===== config.mk =====
export PLATFORM = sky130hd
export DESIGN_NAME = seg7_bcd_counter_mux
export DESIGN_NICKNAME = d
export VERILOG_FILES = /design/src/rtl/seg7_pkg.sv /design/src/rtl/seg7_decode.sv /design/src/rtl/seg7_bcd_counter_mux.sv
export SDC_FILE = /design/constraint.sdc
export NUM_CORES = 1
export LEC_CHECK = 0
export ABC_CLOCK_PERIOD_IN_PS = 4500
export CAP_MARGIN = 30
export CORE_ASPECT_RATIO = 0.75
export CORE_MARGIN = 2
export CORE_UTILIZATION = 40
export CTS_BUF_LIST = sky130_fd_sc_hd__clkbuf_16
export DETAILED_ROUTE_END_ITERATION = 6
export PLACE_DENSITY = 0.57
export RECOVER_POWER = 25
export SYNTH_ARGS = -nofsm -noshare
export SYNTH_HDL_FRONTEND = slang
export SYNTH_SLANG_ARGS = --single-unit

===== constraint.sdc =====
create_clock -name i_clk -period 4.5 [get_ports i_clk]
set_input_delay 0.675 -clock i_clk [delete_from_list [all_inputs] [get_ports i_clk]]
set_output_delay 0.675 -clock i_clk [all_outputs]
set_load 0.01 [all_outputs]

===== src/rtl/seg7_pkg.sv =====
// Seven-segment pattern constants and BCD encoder shared by the display counter.
// Bit order is {a,b,c,d,e,f,g,dp}, active-high; the decimal point is never lit.
package seg7_pkg;

  localparam logic [7:0] SEG_0     = 8'b1111_1100;
  localparam logic [7:0] SEG_1     = 8'b0110_0000;
  localparam logic [7:0] SEG_2     = 8'b1101_1010;
  localparam logic [7:0] SEG_3     = 8'b1111_0010;
  localparam logic [7:0] SEG_4     = 8'b0110_0110;
  localparam logic [7:0] SEG_5     = 8'b1011_0110;
  localparam logic [7:0] SEG_6     = 8'b1011_1110;
  localparam logic [7:0] SEG_7     = 8'b1110_0000;
  localparam logic [7:0] SEG_8     = 8'b1111_1110;
  localparam logic [7:0] SEG_9     = 8'b1111_0110;
  localparam logic [7:0] SEG_BLANK = 8'b0000_0000;

  // Non-decimal codes map to blank; the counter never produces them.
  function automatic logic [7:0] seg7_encode(input logic [3:0] bcd);
    logic [7:0] seg;
    case (bcd)
      4'd0:    seg = SEG_0;
      4'd1:    seg = SEG_1;
      4'd2:    seg = SEG_2;
      4'd3:    seg = SEG_3;
      4'd4:    seg = SEG_4;
      4'd5:    seg = SEG_5;
      4'd6:    seg = SEG_6;
      4'd7:    seg = SEG_7;
      4'd8:    seg = SEG_8;
      4'd9:    seg = SEG_9;
      default: seg = SEG_BLANK;
    endcase
    return seg;
  endfunction

endpackage


===== src/rtl/seg7_decode.sv =====
// Combinational BCD to seven-segment decoder with a blanking override.
module seg7_decode
  import seg7_pkg::*;
(
  input  logic [3:0] i_bcd,
  input  logic       i_blank,
  output logic [7:0] o_seg
);

  // Blanking wins over the digit value.
  always_comb begin
    o_seg = i_blank ? SEG_BLANK : seg7_encode(i_bcd);
  end

endmodule


===== src/rtl/seg7_bcd_counter_mux.sv =====
// Multi-digit BCD up/down counter with round-robin seven-segment scan.
// A prescaler generates the count tick; a separate free-running scan counter
// walks the digit index. Segment and digit-select outputs are registered
// together from the same index so they can never disagree.
module seg7_bcd_counter_mux
  import seg7_pkg::*;
#(
  parameter int DIGITS   = 4,
  parameter int TICK_DIV = 27_000_000,
  parameter int SCAN_DIV = 6_750,
  parameter int LZB      = 1
) (
  input  logic                  i_clk,
  input  logic                  i_rst,
  input  logic                  i_en,
  input  logic                  i_up,
  input  logic                  i_clr,
  output logic [7:0]            o_seg,
  output logic [DIGITS-1:0]     o_dig,
  output logic [4*DIGITS-1:0]   o_count,
  output logic                  o_wrap
);

  localparam int PRE_W  = $clog2(TICK_DIV);
  localparam int SCAN_W = $clog2(SCAN_DIV);
  localparam int IDX_W  = (DIGITS > 1) ? $clog2(DIGITS) : 1;
  localparam int CW     = 4 * DIGITS;

  logic [PRE_W-1:0]  pre_q, pre_d;
  logic [CW-1:0]     count_q, count_d;
  logic              wrap_q, wrap_d;
  logic [SCAN_W-1:0] scan_q, scan_d;
  logic [IDX_W-1:0]  idx_q, idx_d;
  logic [7:0]        seg_q, seg_d;
  logic [DIGITS-1:0] dig_q, dig_d;

  logic              tick;
  logic [CW-1:0]     step;
  logic              carry;
  logic              all9;
  logic              all0;
  logic [3:0]        cur_digit;
  logic              scan_wrap;
  logic              higher_zero;
  logic [DIGITS-1:0] blank_vec;
  logic [3:0]        sel_digit;
  logic              sel_blank;

  // Prescaler: tick on the terminal count, clear has priority, frozen while disabled.
  always_comb begin
    tick  = i_en && (pre_q == PRE_W'(TICK_DIV - 1));
    pre_d = pre_q;
    if (i_clr)     pre_d = '0;
    else if (tick) pre_d = '0;
    else if (i_en) pre_d = pre_q + 1'b1;
  end

  // Ripple carry/borrow through the decimal digits; each digit stays in 0..9.
  always_comb begin
    step      = count_q;
    carry     = 1'b1;
    all9      = 1'b1;
    all0      = 1'b1;
    cur_digit = '0;
    for (int k = 0; k < DIGITS; k++) begin
      cur_digit = count_q[4*k +: 4];
      if (cur_digit != 4'd9) all9 = 1'b0;
      if (cur_digit != 4'd0) all0 = 1'b0;
      if (carry) begin
        if (i_up) begin
          if (cur_digit == 4'd9) begin
            step[4*k +: 4] = 4'd0;
          end else begin
            step[4*k +: 4] = cur_digit + 4'd1;
            carry          = 1'b0;
          end
        end else begin
          if (cur_digit == 4'd0) begin
            step[4*k +: 4] = 4'd9;
          end else begin
            step[4*k +: 4] = cur_digit - 4'd1;
            carry          = 1'b0;
          end
        end
      end
    end
  end

  // Count register update and wrap pulse; clear overrides a coincident tick.
  always_comb begin
    count_d = count_q;
    wrap_d  = 1'b0;
    if (i_clr) begin
      count_d = '0;
    end else if (tick) begin
      count_d = step;
      wrap_d  = i_up ? all9 : all0;
    end
  end

  // Free-running scan divider advancing the digit index round-robin.
  always_comb begin
    scan_wrap = (scan_q == SCAN_W'(SCAN_DIV - 1));
    scan_d    = scan_wrap ? '0 : scan_q + 1'b1;
    idx_d     = idx_q;
    if (scan_wrap) begin
      idx_d = (idx_q == IDX_W'(DIGITS - 1)) ? '0 : idx_q + 1'b1;
    end
  end

  // Leading-zero detection from the top digit down, then select the scanned digit.
  always_comb begin
    higher_zero = 1'b1;
    blank_vec   = '0;
    sel_digit   = '0;
    sel_blank   = 1'b0;
    for (int k = DIGITS - 1; k >= 0; k--) begin
      higher_zero  = higher_zero && (count_q[4*k +: 4] == 4'd0);
      blank_vec[k] = (LZB != 0) && (k != 0) && higher_zero;
    end
    for (int k = 0; k < DIGITS; k++) begin
      if (idx_q == IDX_W'(k)) begin
        sel_digit = count_q[4*k +: 4];
        sel_blank = blank_vec[k];
      end
    end
    dig_d = ~(DIGITS'(1) << idx_q);
  end

  seg7_decode u_decode (
    .i_bcd   (sel_digit),
    .i_blank (sel_blank),
    .o_seg   (seg_d)
  );

  // All state and outputs registered; asynchronous reset to the idle display of 0.
  always_ff @(posedge i_clk or posedge i_rst) begin
    if (i_rst) begin
      pre_q   <= '0;
      count_q <= '0;
      wrap_q  <= 1'b0;
      scan_q  <= '0;
      idx_q   <= '0;
      seg_q   <= SEG_0;
      dig_q   <= ~DIGITS'(1);
    end else begin
      pre_q   <= pre_d;
      count_q <= count_d;
      wrap_q  <= wrap_d;
      scan_q  <= scan_d;
      idx_q   <= idx_d;
      seg_q   <= seg_d;
      dig_q   <= dig_d;
    end
  end

  assign o_seg   = seg_q;
  assign o_dig   = dig_q;
  assign o_count = count_q;
  assign o_wrap  = wrap_q;

endmodule


# [After elaboration in Yosys (flattened, before gate mapping)]
# Memory sizes are Yosys's and may differ from the RTL's.
# Index checks and enable logic that the tools add are counted.
[totals] reg_bits=69 n_memories=1 in_bits=5 ramBits=0 latchBits=0 rom_bits=112
[op_classes] shifts=1 muxes=52 add_sub_neg=11 reduce_logical=20 n_bitwise=1 order_cmp=0 eq_ne=13 div_mod_pow=0 mul=0
[memory_table] name="(no name shown)" depth=16 width=7 read_ports=1 rd_ports_with_merged_regs=0 write_ports=0 line_no="seg7_pkg.sv:20" source="case (bcd)"
[op_table] operator="4-bit two-way mux" count=19
[op_table] operator="25-bit two-way mux" count=3
[op_table] operator="16-bit two-way mux" count=2
[op_table] operator="25-bit by 1-bit adder with 25-bit output (second input constant)" count=1
[op_table] operator="25-bit equality test (second input constant)" count=1
[op_table] operator="1-bit two-way mux" count=25
[op_table] operator="4-bit by 1-bit adder with 4-bit output (second input constant)" count=4
[op_table] operator="4-bit equality test (second input constant)" count=4
[op_table] operator="4-bit logical NOT" count=4
[op_table] operator="4-bit != test (second input constant)" count=4
[op_table] operator="4-bit nonzero test" count=4
[op_table] operator="4-bit by 1-bit subtractor with 4-bit output (second input constant)" count=4
[op_table] operator="13-bit by 1-bit adder with 13-bit output (second input constant)" count=1
[op_table] operator="13-bit equality test (second input constant)" count=1
[op_table] operator="13-bit two-way mux" count=1
[op_table] operator="8-bit two-way mux" count=1
[op_table] operator="2-bit nonzero test" count=4
[op_table] operator="2-bit AND reduction" count=3
[op_table] operator="2-bit equality test (second input constant)" count=2
[op_table] operator="4-bit inverter" count=1
[op_table] operator="1-bit by 2-bit << shifter with 4-bit output (first input constant)" count=1
[op_table] operator="1-bit logical AND" count=3
[op_table] operator="3-bit nonzero test" count=1
[op_table] operator="2-bit by 1-bit adder with 2-bit output (second input constant)" count=1
[op_table] operator="other kinds (3)" count=3

# [Logic depth before layout (Yosys ltp)]
# Gate-level depths: netlist of run 1.
[logic_depth] ltp_word=8 mapped_depth=11 depth_no_buf=10

# [Cells and area by module]
# A second synthesis of run 1 with hierarchy kept.
[hier_totals] cells_unflattened=486 area_unflattened_um2=4355.4
[modules_own_cells] mod="seg7_bcd_counter_mux" cells_each=453 seq_area_each_um2=1737.9 area_per_inst_um2=4113.9 n_inst=1
[modules_own_cells] mod="seg7_decode" cells_each=33 seq_area_each_um2=0.0 area_per_inst_um2=241.5 n_inst=1

# [Least setup slack after synthesis of run 1]
# OpenSTA, ideal clock, no wires.
[synth_timing] path_kind="register -> register" startpoint="register idx_q[0]" endpoint="register seg_q[1], in the netlist o_seg[1]" path_stages_with_launch=11 setup_slack_ns=2.196 required_ns=4.423 n_path_buf=1 setup_ns=0.077 synth_period_minus_slack_ns=2.304 t_arrival_ns=2.226 cell_sequence="dfrtp_1 -> inv_1 -> ha_1 -> clkbuf_1 -> inv_1 -> o311ai_0 -> inv_1 -> ha_1 -> inv_1 -> o21bai_1 -> a21oi_1"
[synth_between] elab_chain_cells=7 word_cells_on_any_way=13 classes_between="eq/ne (3); mux (8); reduce/logical (1); memory (1)"
[synth_lines] element="start, declared" line_no="seg7_bcd_counter_mux.sv:33" source="logic [IDX_W-1:0] idx_q, idx_d;"
[synth_lines] element="start signal, assigned" line_no="seg7_bcd_counter_mux.sv:151" source="idx_q <= idx_d;"
[synth_lines] element="2-bit logical NOT" line_no="seg7_bcd_counter_mux.sv:122" source="if (idx_q == IDX_W'(k)) begin"
[synth_lines] element="4-bit two-way mux (4 in a row)" line_no="seg7_bcd_counter_mux.sv:122"
[synth_lines] element="memory read 16 x 7 bit"
[synth_lines] element="8-bit two-way mux *" line_no="seg7_decode.sv:12" source="o_seg = i_blank ? SEG_BLANK : seg7_encode(i_bcd);"
[synth_lines] element="named net seg_d[1]" line_no="seg7_bcd_counter_mux.sv:34" source="logic [7:0] seg_q, seg_d;"
[synth_lines] element="end signal, assigned" line_no="seg7_bcd_counter_mux.sv:152" source="seg_q <= seg_d;"
[synth_lines] element="end, declared" line_no="seg7_bcd_counter_mux.sv:34"
# The timed path passes the listed nets; every way through them passes the cells marked *.
# A chain may end at the register's enable or synchronous reset.

==> flow_summary.ini, run 1 <==
[sta]
worst_pin_slew_ps = 1960
fin_worst_skew_ps = 9.89
setup_tns_ps = 0
finalSetupViolCount = 0
rsz_0062_raised_after_global_routing = no
fmax_mhz = 332
timing.final.hold_violations = 0
drv_slew = 37
final.min_clock_period_ps = 3020
worst_slew_margin_rel_pct = -30.5
layout_worst_path_cycle_share_pct = 67.0

[synthesis]
synth_flop_cell = sky130_fd_sc_hd__dfrtp_1
syn-num-nets = 488
synth_warnings = 0
synth_seq_cells = 68
edff_count_synth = 0
synth_area_per_cell_um2 = 8.75
synthesis.area_um2 = 4120
synth-seq-area-share_pct = 41.6
fraction_of_registers_with_async_set_reset_pct = 100
synthDistinctLibCells = 61
netlist_instances = 471

[cells_and_area]
area.growth.synth_to_final_pct = 17.4
final-seq-area_um2 = 1710
multiInputGateArea_um2 = 2200
diodes = 0
finish.net_count = 507
final_util_pct = 47.6
filler_cell_count = 961
layout-drive-gt1-share_pct = 8.28

[clock_network]
cts.htree.levels = 3
cts_post_setup_buffers_inserted = 0
cts_tree = yes
clockBufferDepth = 2
worstSkewPairLatency_ps = 330
clock_tree.root_cell = sky130_fd_sc_hd__clkbuf_16
clkSinkCount = 68
clk_pin_slew_worst_paths_ps = 50
postCtsHoldBufs = 0
post_cts.resized_instances = 0
numCtsBuffers = 9

[pwr]
peakVddDrop_v = 0.000154
p_leak_nw = 1.94
power_density_nw_per_um2 = 292

[routing]
routed-via-count = 3498
detailedRoute.firstIterationViolations = 338
final_antenna_net_count = 0
route.final.wire_length_um = 9820
post-route-drc-count = 0
vias_per_cell = 5.54
routed_wire_length_per_instance_um = 15.6
drt_first_pass_iters = 5

[worst_setup_path]
path_class = in -> async
timing.critical_path.cells = dlygate4sd3_1, inv_1, clkbuf_1, buf_4
worst_setup_path_start_kind = input pin
slowest_cell_on_crit_path = sky130_fd_sc_hd__clkbuf_1
cp_num_buf_inv = 4
worst-endpoint-arrival_ps = 3500
worst_path_largest_cell_delay_ps = 1450
critical_path.top_delay_family = buffers and inverters
crit_fanout = 36
critical_path_required_ps = 4980
critical_path.endpoint_type = async pin
reg2reg_setup_slack_ps = 1800

[place]
globalplace.congestion = 0.848
placement.io_buffers = 32
dp_hpwl_um = 6930

[run]
cap_violations = 1

[run_status]
violated_checks = capacitance limit, slew limit
outcome = complete, but fails checks

[worst_hold_path]
timing.hold.worst.class = reg -> reg

[floorplanning]
die_w_um = 121
total_core_area_um2 = 10200
initial_core_util_pct = 40.5
number_of_placement_rows = 32
design.portCount = 34
floorplan.die_area_um2 = 11100
die_height_um = 91.9

[global_route]
first_global_vias = 3218
grt_pass1_wl_um = 16800
grt.total_usage_pct = 18.9
grt_remaining_overflow = 0
pin_count_of_the_biggest_net_entering_global_routing = 37
grt_antenna_before_repair = 0
where the power goes:
part | switching, W | internal [W]
logic | 0.0000361 | 0.0000122
clock network | 0.000267 | 0.000483
registers | 0.00000175 | 0.000613
cells in the mapped netlist, types with 5 or more instances:
cell type | count | area, um^2
sky130_fd_sc_hd__nor2_1 | 61 | 229
sky130_fd_sc_hd__dfrtp_1 | 59 | 1480
sky130_fd_sc_hd__nand3_1 | 29 | 145
sky130_fd_sc_hd__nand2_1 | 26 | 97.6
sky130_fd_sc_hd__xor2_1 | 25 | 219
sky130_fd_sc_hd__a21oi_1 | 21 | 105
sky130_fd_sc_hd__clkbuf_1 | 21 | 78.8
sky130_fd_sc_hd__inv_1 | 21 | 78.8
sky130_fd_sc_hd__o21ai_0 | 18 | 90.1
sky130_fd_sc_hd__nor3_1 | 16 | 80.1
sky130_fd_sc_hd__nand4_1 | 13 | 81.3
sky130_fd_sc_hd__ha_1 | 12 | 150
sky130_fd_sc_hd__xnor2_1 | 12 | 105
sky130_fd_sc_hd__nor4_1 | 11 | 68.8
sky130_fd_sc_hd__a31oi_1 | 9 | 56.3
sky130_fd_sc_hd__dfstp_2 | 9 | 236
sky130_fd_sc_hd__and3_1 | 6 | 37.5
sky130_fd_sc_hd__buf_2 | 6 | 30.0
sky130_fd_sc_hd__nor2b_1 | 6 | 37.5
sky130_fd_sc_hd__o21a_1 | 6 | 45.0
sky130_fd_sc_hd__or3_1 | 6 | 37.5
sky130_fd_sc_hd__nand2b_1 | 5 | 31.3
sky130_fd_sc_hd__nand3b_1 | 5 | 37.5
sky130_fd_sc_hd__o211ai_1 | 5 | 37.5
worst reg2reg max path, cell delays in order, from the launching register on:
cell	delay, ps
sky130_fd_sc_hd__dfrtp_1	390
sky130_fd_sc_hd__inv_1	120
sky130_fd_sc_hd__ha_1	320
sky130_fd_sc_hd__inv_1	120
sky130_fd_sc_hd__o311ai_0	910
sky130_fd_sc_hd__ha_1	320
sky130_fd_sc_hd__nand2b_1	110
sky130_fd_sc_hd__o211ai_1	90
sky130_fd_sc_hd__a22oi_1	220
worst paths after layout:
path	from	endpoint	cells after the start
max	i_rst	o_count[12]	4
min	scan_q[4]	scan_q[4]	2
max reg2reg	idx_q[0]	o_seg[3]	8
min reg2reg	scan_q[4]	scan_q[4]	2
max in group i_clk	i_up	o_count[8]	6
min in group asynchronous	i_rst	pre_q[14]	2
placed cells by master, fill, tap and decap left out, types with 5 or more instances in the layout:
master,Yosys,final
sky130_fd_sc_hd__a31oi_1,9,9
sky130_fd_sc_hd__nand3_1,29,29
sky130_fd_sc_hd__inv_1,21,22
sky130_fd_sc_hd__xnor2_1,12,12
sky130_fd_sc_hd__clkbuf_16,0,9
sky130_fd_sc_hd__or3_1,6,6
sky130_fd_sc_hd__nand2_1,26,26
sky130_fd_sc_hd__dfrtp_1,59,59
sky130_fd_sc_hd__dfstp_2,9,9
sky130_fd_sc_hd__a21oi_1,21,21
sky130_fd_sc_hd__o211ai_1,5,5
sky130_fd_sc_hd__and3_1,6,6
sky130_fd_sc_hd__nor2b_1,6,6
sky130_fd_sc_hd__ha_1,12,12
sky130_fd_sc_hd__nand2b_1,5,5
sky130_fd_sc_hd__nand4_1,13,13
sky130_fd_sc_hd__nor2_1,61,61
sky130_fd_sc_hd__nand3b_1,5,5
sky130_fd_sc_hd__xor2_1,25,25
sky130_fd_sc_hd__o21a_1,6,6
sky130_fd_sc_hd__clkdlybuf4s50_1,0,31
sky130_fd_sc_hd__o21ai_0,18,18
sky130_fd_sc_hd__nor4_1,11,10
sky130_fd_sc_hd__nor3_1,16,16
state kept, by name (all words and copies together) (netlist names):
register  cells
o_wrap        1
o_count      16
scan_q       13
o_dig         4
o_seg         7
pre_q        25
idx_q         2
metal layers:
layer  track usage (%)  up-vias  wire [um]
met5                 0        -          0
met4              5.08        0         99
met3              5.22        6        598
met2              25.3       81       3990
met1              29.5     1686       5130
li1                  -     1725          -
through the flow:
step	setup WS (ps)	std cells	total power [W]	hold slack, ps	area (um^2)
after detailed placement	1300	614	0.000677	529	4530
after global placement	1400	612	0.000674	507	4500
after floorplan	2130	471	0.000659	464	4120
after CTS	1630	630	0.00144	540	4850
final	1480	631	0.00141	538	4840
after global routing	1020	631	0.00147	571	4840
logic make-up after synthesis:
kind of cell               share of synthesized area [%]
and+or+nand+nor                                     25.8
adders and majority gates                           3.64
muxes                                               1.00
other                                             0.0910
buffers and inverters                               5.10
AOI/OAI and AO/OA                                   15.0
xor gates and xnor gates                            7.87
DFF                                                 41.6
final cells by class:
| class | instances | share of cell area, % |
|---|---|---|
| inverters | 22 | 1.71 |
| clock inverters | 7 | 1.91 |
| flip-flops and latches | 68 | 35.4 |
| repair buffers | 37 | 7.27 |
| multi-input cells | 352 | 45.5 |
| well taps | 136 | 3.52 |
| clock buffers | 9 | 4.65 |
No activity file was read; power rests on OpenSTA's default activity.
==> inputs of run 2 (changes only) <==
- ABC_CLOCK_PERIOD_IN_PS: 4500 -> 3100
- clock period: 4.5 -> 3.1 ns (I/O delays scaled with it)
==> run 2 against run 1 <==
  * The flow now finishes without violations
  * Total power rose by 37%
  * Non-clock buffer count grew 8
  * Via count increased by 0.43%
  * Cell count rose by 0.79%
  * Wire length increased by 0.23%
  * Sequential power increased by 45%
  * First-iteration DRC count shrank 25%
  * Final area up 0.31%
  * Register-to-register slack worse by 1100 ps
  * Global-route usage rose by 0.27 points
  * Sequential share of layout area down 0.11 points
  * Flip-flop and latch count unchanged
==> flow_summary.ini, run 2 (synthesized netlist as in run 1, its figures left out) <==
[worst_hold_path]
timing.hold.worst.class = reg -> reg

[sta]
drv_slew = 0
fmax_mhz = 412
finalSetupViolCount = 0
worst_slew_margin_rel_pct = 21.7
rsz_0062_raised_after_global_routing = no
fin_worst_skew_ps = 4.38
setup_tns_ps = 0
worst_pin_slew_ps = 1170
timing.final.hold_violations = 0
final.min_clock_period_ps = 2430
layout_worst_path_cycle_share_pct = 78.3

[clock_network]
numCtsBuffers = 9
cts_tree = yes
clockBufferDepth = 2
clk_pin_slew_worst_paths_ps = 50
cts.htree.levels = 3
clock_tree.root_cell = sky130_fd_sc_hd__clkbuf_16
cts_post_setup_buffers_inserted = 0
postCtsHoldBufs = 0
clkSinkCount = 68
post_cts.resized_instances = 0
worstSkewPairLatency_ps = 330

[routing]
vias_per_cell = 5.52
detailedRoute.firstIterationViolations = 253
final_antenna_net_count = 0
routed_wire_length_per_instance_um = 15.5
routed-via-count = 3513
route.final.wire_length_um = 9840
drt_first_pass_iters = 5
post-route-drc-count = 0

[cells_and_area]
final-seq-area_um2 = 1710
multiInputGateArea_um2 = 2200
most-common-layout-cells = sky130_fd_sc_hd__nor2_1 (61), sky130_fd_sc_hd__dfrtp_1 (59), sky130_fd_sc_hd__clkdlybuf4s50_1 (31)
area.growth.synth_to_final_pct = 17.8
diodes = 0
layout-drive-gt1-share_pct = 9.40
registers.top_by_ff_count = pre_q
most_common_cell_after_layout_fill_and_taps_aside = sky130_fd_sc_hd__nor2_1
filler_cell_count = 963
finish.net_count = 515
largest_reg_flops = 25

[worst_setup_path]
path_class = in -> async
worst-endpoint-arrival_ps = 2690
worst_setup_path_start_kind = input pin
critical_path_required_ps = 3360
critical_path.endpoint_type = async pin
crit_fanout = 46

[pwr]
power_density_nw_per_um2 = 399
peakVddDrop_v = 0.000282
p_leak_nw = 1.96
finalPower_w = 0.00193

[floorplanning]
floorplan.die_area_um2 = 11100
initial_core_util_pct = 40.5
die_height_um = 91.9
number_of_placement_rows = 32
total_core_area_um2 = 10200
design.portCount = 34
die_w_um = 121

[global_route]
grt.total_usage_pct = 19.2
grt_antenna_before_repair = 0
grt_pass1_wl_um = 16900
pin_count_of_the_biggest_net_entering_global_routing = 47
grt_remaining_overflow = 0
first_global_vias = 3360

[place]
dp_hpwl_um = 6960
globalplace.congestion = 0.840
placement.io_buffers = 32

[run_status]
outcome = complete, no violations

[run]
cap_violations = 0
-- run 2: changes by cell type in the layout (fill, tap and decap cells not counted) --
cell / change
sky130_fd_sc_hd__clkinv_1: +1
sky130_fd_sc_hd__clkbuf_1: -1
sky130_fd_sc_hd__clkinvlp_4: -2
sky130_fd_sc_hd__bufinv_16: -1
sky130_fd_sc_hd__clkinv_2: +1
sky130_fd_sc_hd__buf_4: +9
sky130_fd_sc_hd__inv_1: -1
sky130_fd_sc_hd__clkinv_4: -1
-- run 2: per-stage QoR --
stage,setup slack [ps],std cells,hold WS [ps],instance area [um^2],utilization [%]
finish,671,636,515,4850,47.7
global route,283,636,544,4850,47.7
CTS,727,636,511,4870,47.9
detailed placement,541,623,506,4600,45.2
global placement,635,623,504,4600,45.2
floorplan,796,471,464,4120,-
-- run 2: routing by layer --
metal / share of wire [%] / global-route usage (%) / routed length (um)
met4: 0.97 / 6.32 / 95
met1: 51 / 27.8 / 5020
met2: 43 / 27.3 / 4210
met5: 0 / 0 / 0
met3: 5.2 / 5.66 / 509
-- run 2: critical path, stage by stage --
cell                            delay [ps]
sky130_fd_sc_hd__dlygate4sd3_1         530
sky130_fd_sc_hd__inv_1                 650
sky130_fd_sc_hd__clkbuf_2             1000
-- run 2: path summary, 6_finish.rpt --
kind                       cells after the start       start          end  slack, ps
max in group i_clk                             7    idx_q[1]     o_seg[2]        700
setup reg to reg                               7    idx_q[1]     o_seg[2]        700
setup / recovery                               3       i_rst  o_count[14]        670
hold / removal                                 1  scan_q[10]   scan_q[10]        520
min in group asynchronous                      2       i_rst    pre_q[13]        770
hold reg to reg                                1  scan_q[10]   scan_q[10]        520
-- run 2: final cells by class --
type / count / area share [%]
repair buffers: 45 / 8.56
clock inverters: 4 / 0.902
inverters: 22 / 1.70
well taps: 136 / 3.51
flip-flops and latches: 68 / 35.3
multi-input cells: 352 / 45.4
clock buffers: 9 / 4.64
-- run 2: report_power, final --
part	internal, W	switching, W
combinational	0.0000213	0.0000535
sequential	0.000891	0.00000264
clock	0.000603	0.000363
==> inputs of run 3 (changes only) <==
- ABC_CLOCK_PERIOD_IN_PS: 3100 -> 2050
- PLACE_DENSITY: 0.57 -> 0.59
- clock period: 3.1 -> 2.05 ns (I/O delays scaled with it)
==> run 3 against run 2 <==
  * The run now ends with setup timing left
  * Cell count grew 12%
  * Setup slack lost 700 ps
  * Sequential share of layout area shrank 5.0 points
  * Die area is the same
  * Total power grew 54%
  * Critical path depth grew 3
  * Utilization grew 8.0 points
  * Wire length grew 5.9%
  * Worst hold slack gained 7.8 ps
  * Register-to-register slack lost 720 ps
  * Global-route usage grew 0.40 points
  * Final area grew 17%
  * Largest power group unchanged
==> flow_summary.ini, run 3 (synthesized netlist as in run 1, its figures left out) <==
[run_status]
outcome = complete, but fails checks
violated_checks = setup timing

[pwr]
peakVddDrop_v = 0.000587
power_density_nw_per_um2 = 524
finalPower_w = 0.00297
p_leak_nw = 2.38

[sta]
timing.final.hold_violations = 0
worst_pin_slew_ps = 931
layout_worst_path_cycle_share_pct = 101
finalSetupViolCount = 3
final_critical_path_setup_slack_ps = -24.6
timing.hold.ws_ps = 523
fin_worst_skew_ps = 6.97
rsz_0062_raised_after_global_routing = yes
worst_slew_margin_rel_pct = 37.9
final.min_clock_period_ps = 2070
fmax_mhz = 482
drv_slew = 0

[clock_network]
worstSkewPairLatency_ps = 330
clock_tree.root_cell = sky130_fd_sc_hd__clkbuf_16
clkSinkCount = 68
numCtsBuffers = 9
clk_pin_slew_worst_paths_ps = 60
cts.htree.levels = 3
postCtsHoldBufs = 0
clockBufferDepth = 2
cts_tree = yes

[floorplanning]
initial_core_util_pct = 40.5
number_of_placement_rows = 32
design.portCount = 34
floorplan.die_area_um2 = 11100
total_core_area_um2 = 10200
die_w_um = 121
die_height_um = 91.9

[routing]
post-route-drc-count = 0
route.final.wire_length_um = 10400
vias_per_cell = 5.32
detailedRoute.firstIterationViolations = 330
final_antenna_net_count = 0
routed_wire_length_per_instance_um = 14.6
drt_first_pass_iters = 4
routed-via-count = 3794

[cells_and_area]
finish.net_count = 589
final-seq-area_um2 = 1720
layout-drive-gt1-share_pct = 26.2
filler_cell_count = 911
area.growth.synth_to_final_pct = 37.5
diodes = 0
registers.top_by_ff_count = pre_q
most_common_cell_after_layout_fill_and_taps_aside = sky130_fd_sc_hd__buf_4
multiInputGateArea_um2 = 2410
most-common-layout-cells = sky130_fd_sc_hd__buf_4 (82), sky130_fd_sc_hd__nor2_1 (60), sky130_fd_sc_hd__dfrtp_1 (56)
largest_reg_flops = 25

[worst_setup_path]
crit_fanout = 7
critical_path.endpoint_type = flop
critical_path_required_ps = 2280
path_class = reg -> reg
worst_setup_path_start_kind = flop
worst-endpoint-arrival_ps = 2310

[global_route]
pin_count_of_the_biggest_net_entering_global_routing = 69
grt.total_usage_pct = 19.6
first_global_vias = 3585
grt_antenna_before_repair = 0
grt_remaining_overflow = 0
grt_pass1_wl_um = 17400

[run]
cap_violations = 0

[place]
globalplace.congestion = 0.849
dp_hpwl_um = 7350
placement.io_buffers = 32

[worst_hold_path]
timing.hold.worst.class = reg -> reg
==> run 3: cell count changes in the layout (fill, tap and decap cells not counted), sizes merged <==
cell and change:
clkinv +3, inv -1, clkinvlp +1, buf +74
==> run 3: per-stage QoR <==
step                      instances  utilization [%]  TNS (ps)  cell area, um^2  setup WS (ps)
final                           713             55.7     -62.1             5670          -24.6
after global routing            713             55.7      -919             5670           -118
after floorplan                 471                -         0             4130           45.9
after detailed placement        687             50.2     -1110             5100           -107
after global placement          687             50.2      -298             5100          -58.3
after CTS                       703             53.5     -9.59             5440          -9.59
==> run 3: path summary, 6_finish.rpt <==
check | from | end | slack, ps | depth (start not counted)
setup reg to reg | pre_q[9] | o_count[13] | -20 | 6
hold reg to reg | scan_q[8] | scan_q[8] | 520 | 1
hold / removal | scan_q[8] | scan_q[8] | 520 | 1
max in group asynchronous | i_rst | pre_q[22] | 670 | 3
setup / recovery | pre_q[9] | o_count[13] | -20 | 6
min in group asynchronous | i_rst | scan_q[4] | 740 | 3
==> run 3: repair_timing <==
item / 4_1_cts / 5_1_grt
pin swaps: 2 / 10
setup endpoints to repair: 12 / 22
gates resized for setup: 9 / 36
setup buffers: 0 / 11
==> run 3: area by class of cell <==
| cell class | count | share of cell area, % |
|---|---|---|
| clock buffer | 9 | 3.97 |
| clock inverter | 7 | 1.02 |
| inverter | 22 | 1.50 |
| multi-input combinational | 352 | 42.6 |
| sequential | 68 | 30.3 |
| tap | 136 | 3.00 |
| timing repair buffer | 119 | 17.6 |
==> run 3: power by group <==
part | switching (W) | leakage (nW) | internal, W
registers | 0.00000172 | 0.898 | 0.00135
logic | 0.0000874 | 1.34 | 0.0000509
clock network | 0.000561 | 0.135 | 0.000921
total | 0.000650 | 2.38 | 0.00232
==> run 3: worst max-delay path: stages (launching register included) <==
cell and delay, ps:
sky130_fd_sc_hd__dfrtp_1 380, sky130_fd_sc_hd__or3b_4 420, sky130_fd_sc_hd__or4_4 450, sky130_fd_sc_hd__nor3_4 220, sky130_fd_sc_hd__buf_6 170, sky130_fd_sc_hd__a31oi_1 70, sky130_fd_sc_hd__a311oi_1 260
==> run 3: routing by layer <==
layer  wire length (um)  track usage [%]
met5                  0                0
met1               5300             29.0
met4                148             5.56
met2               4380             27.6
met3                593             5.85
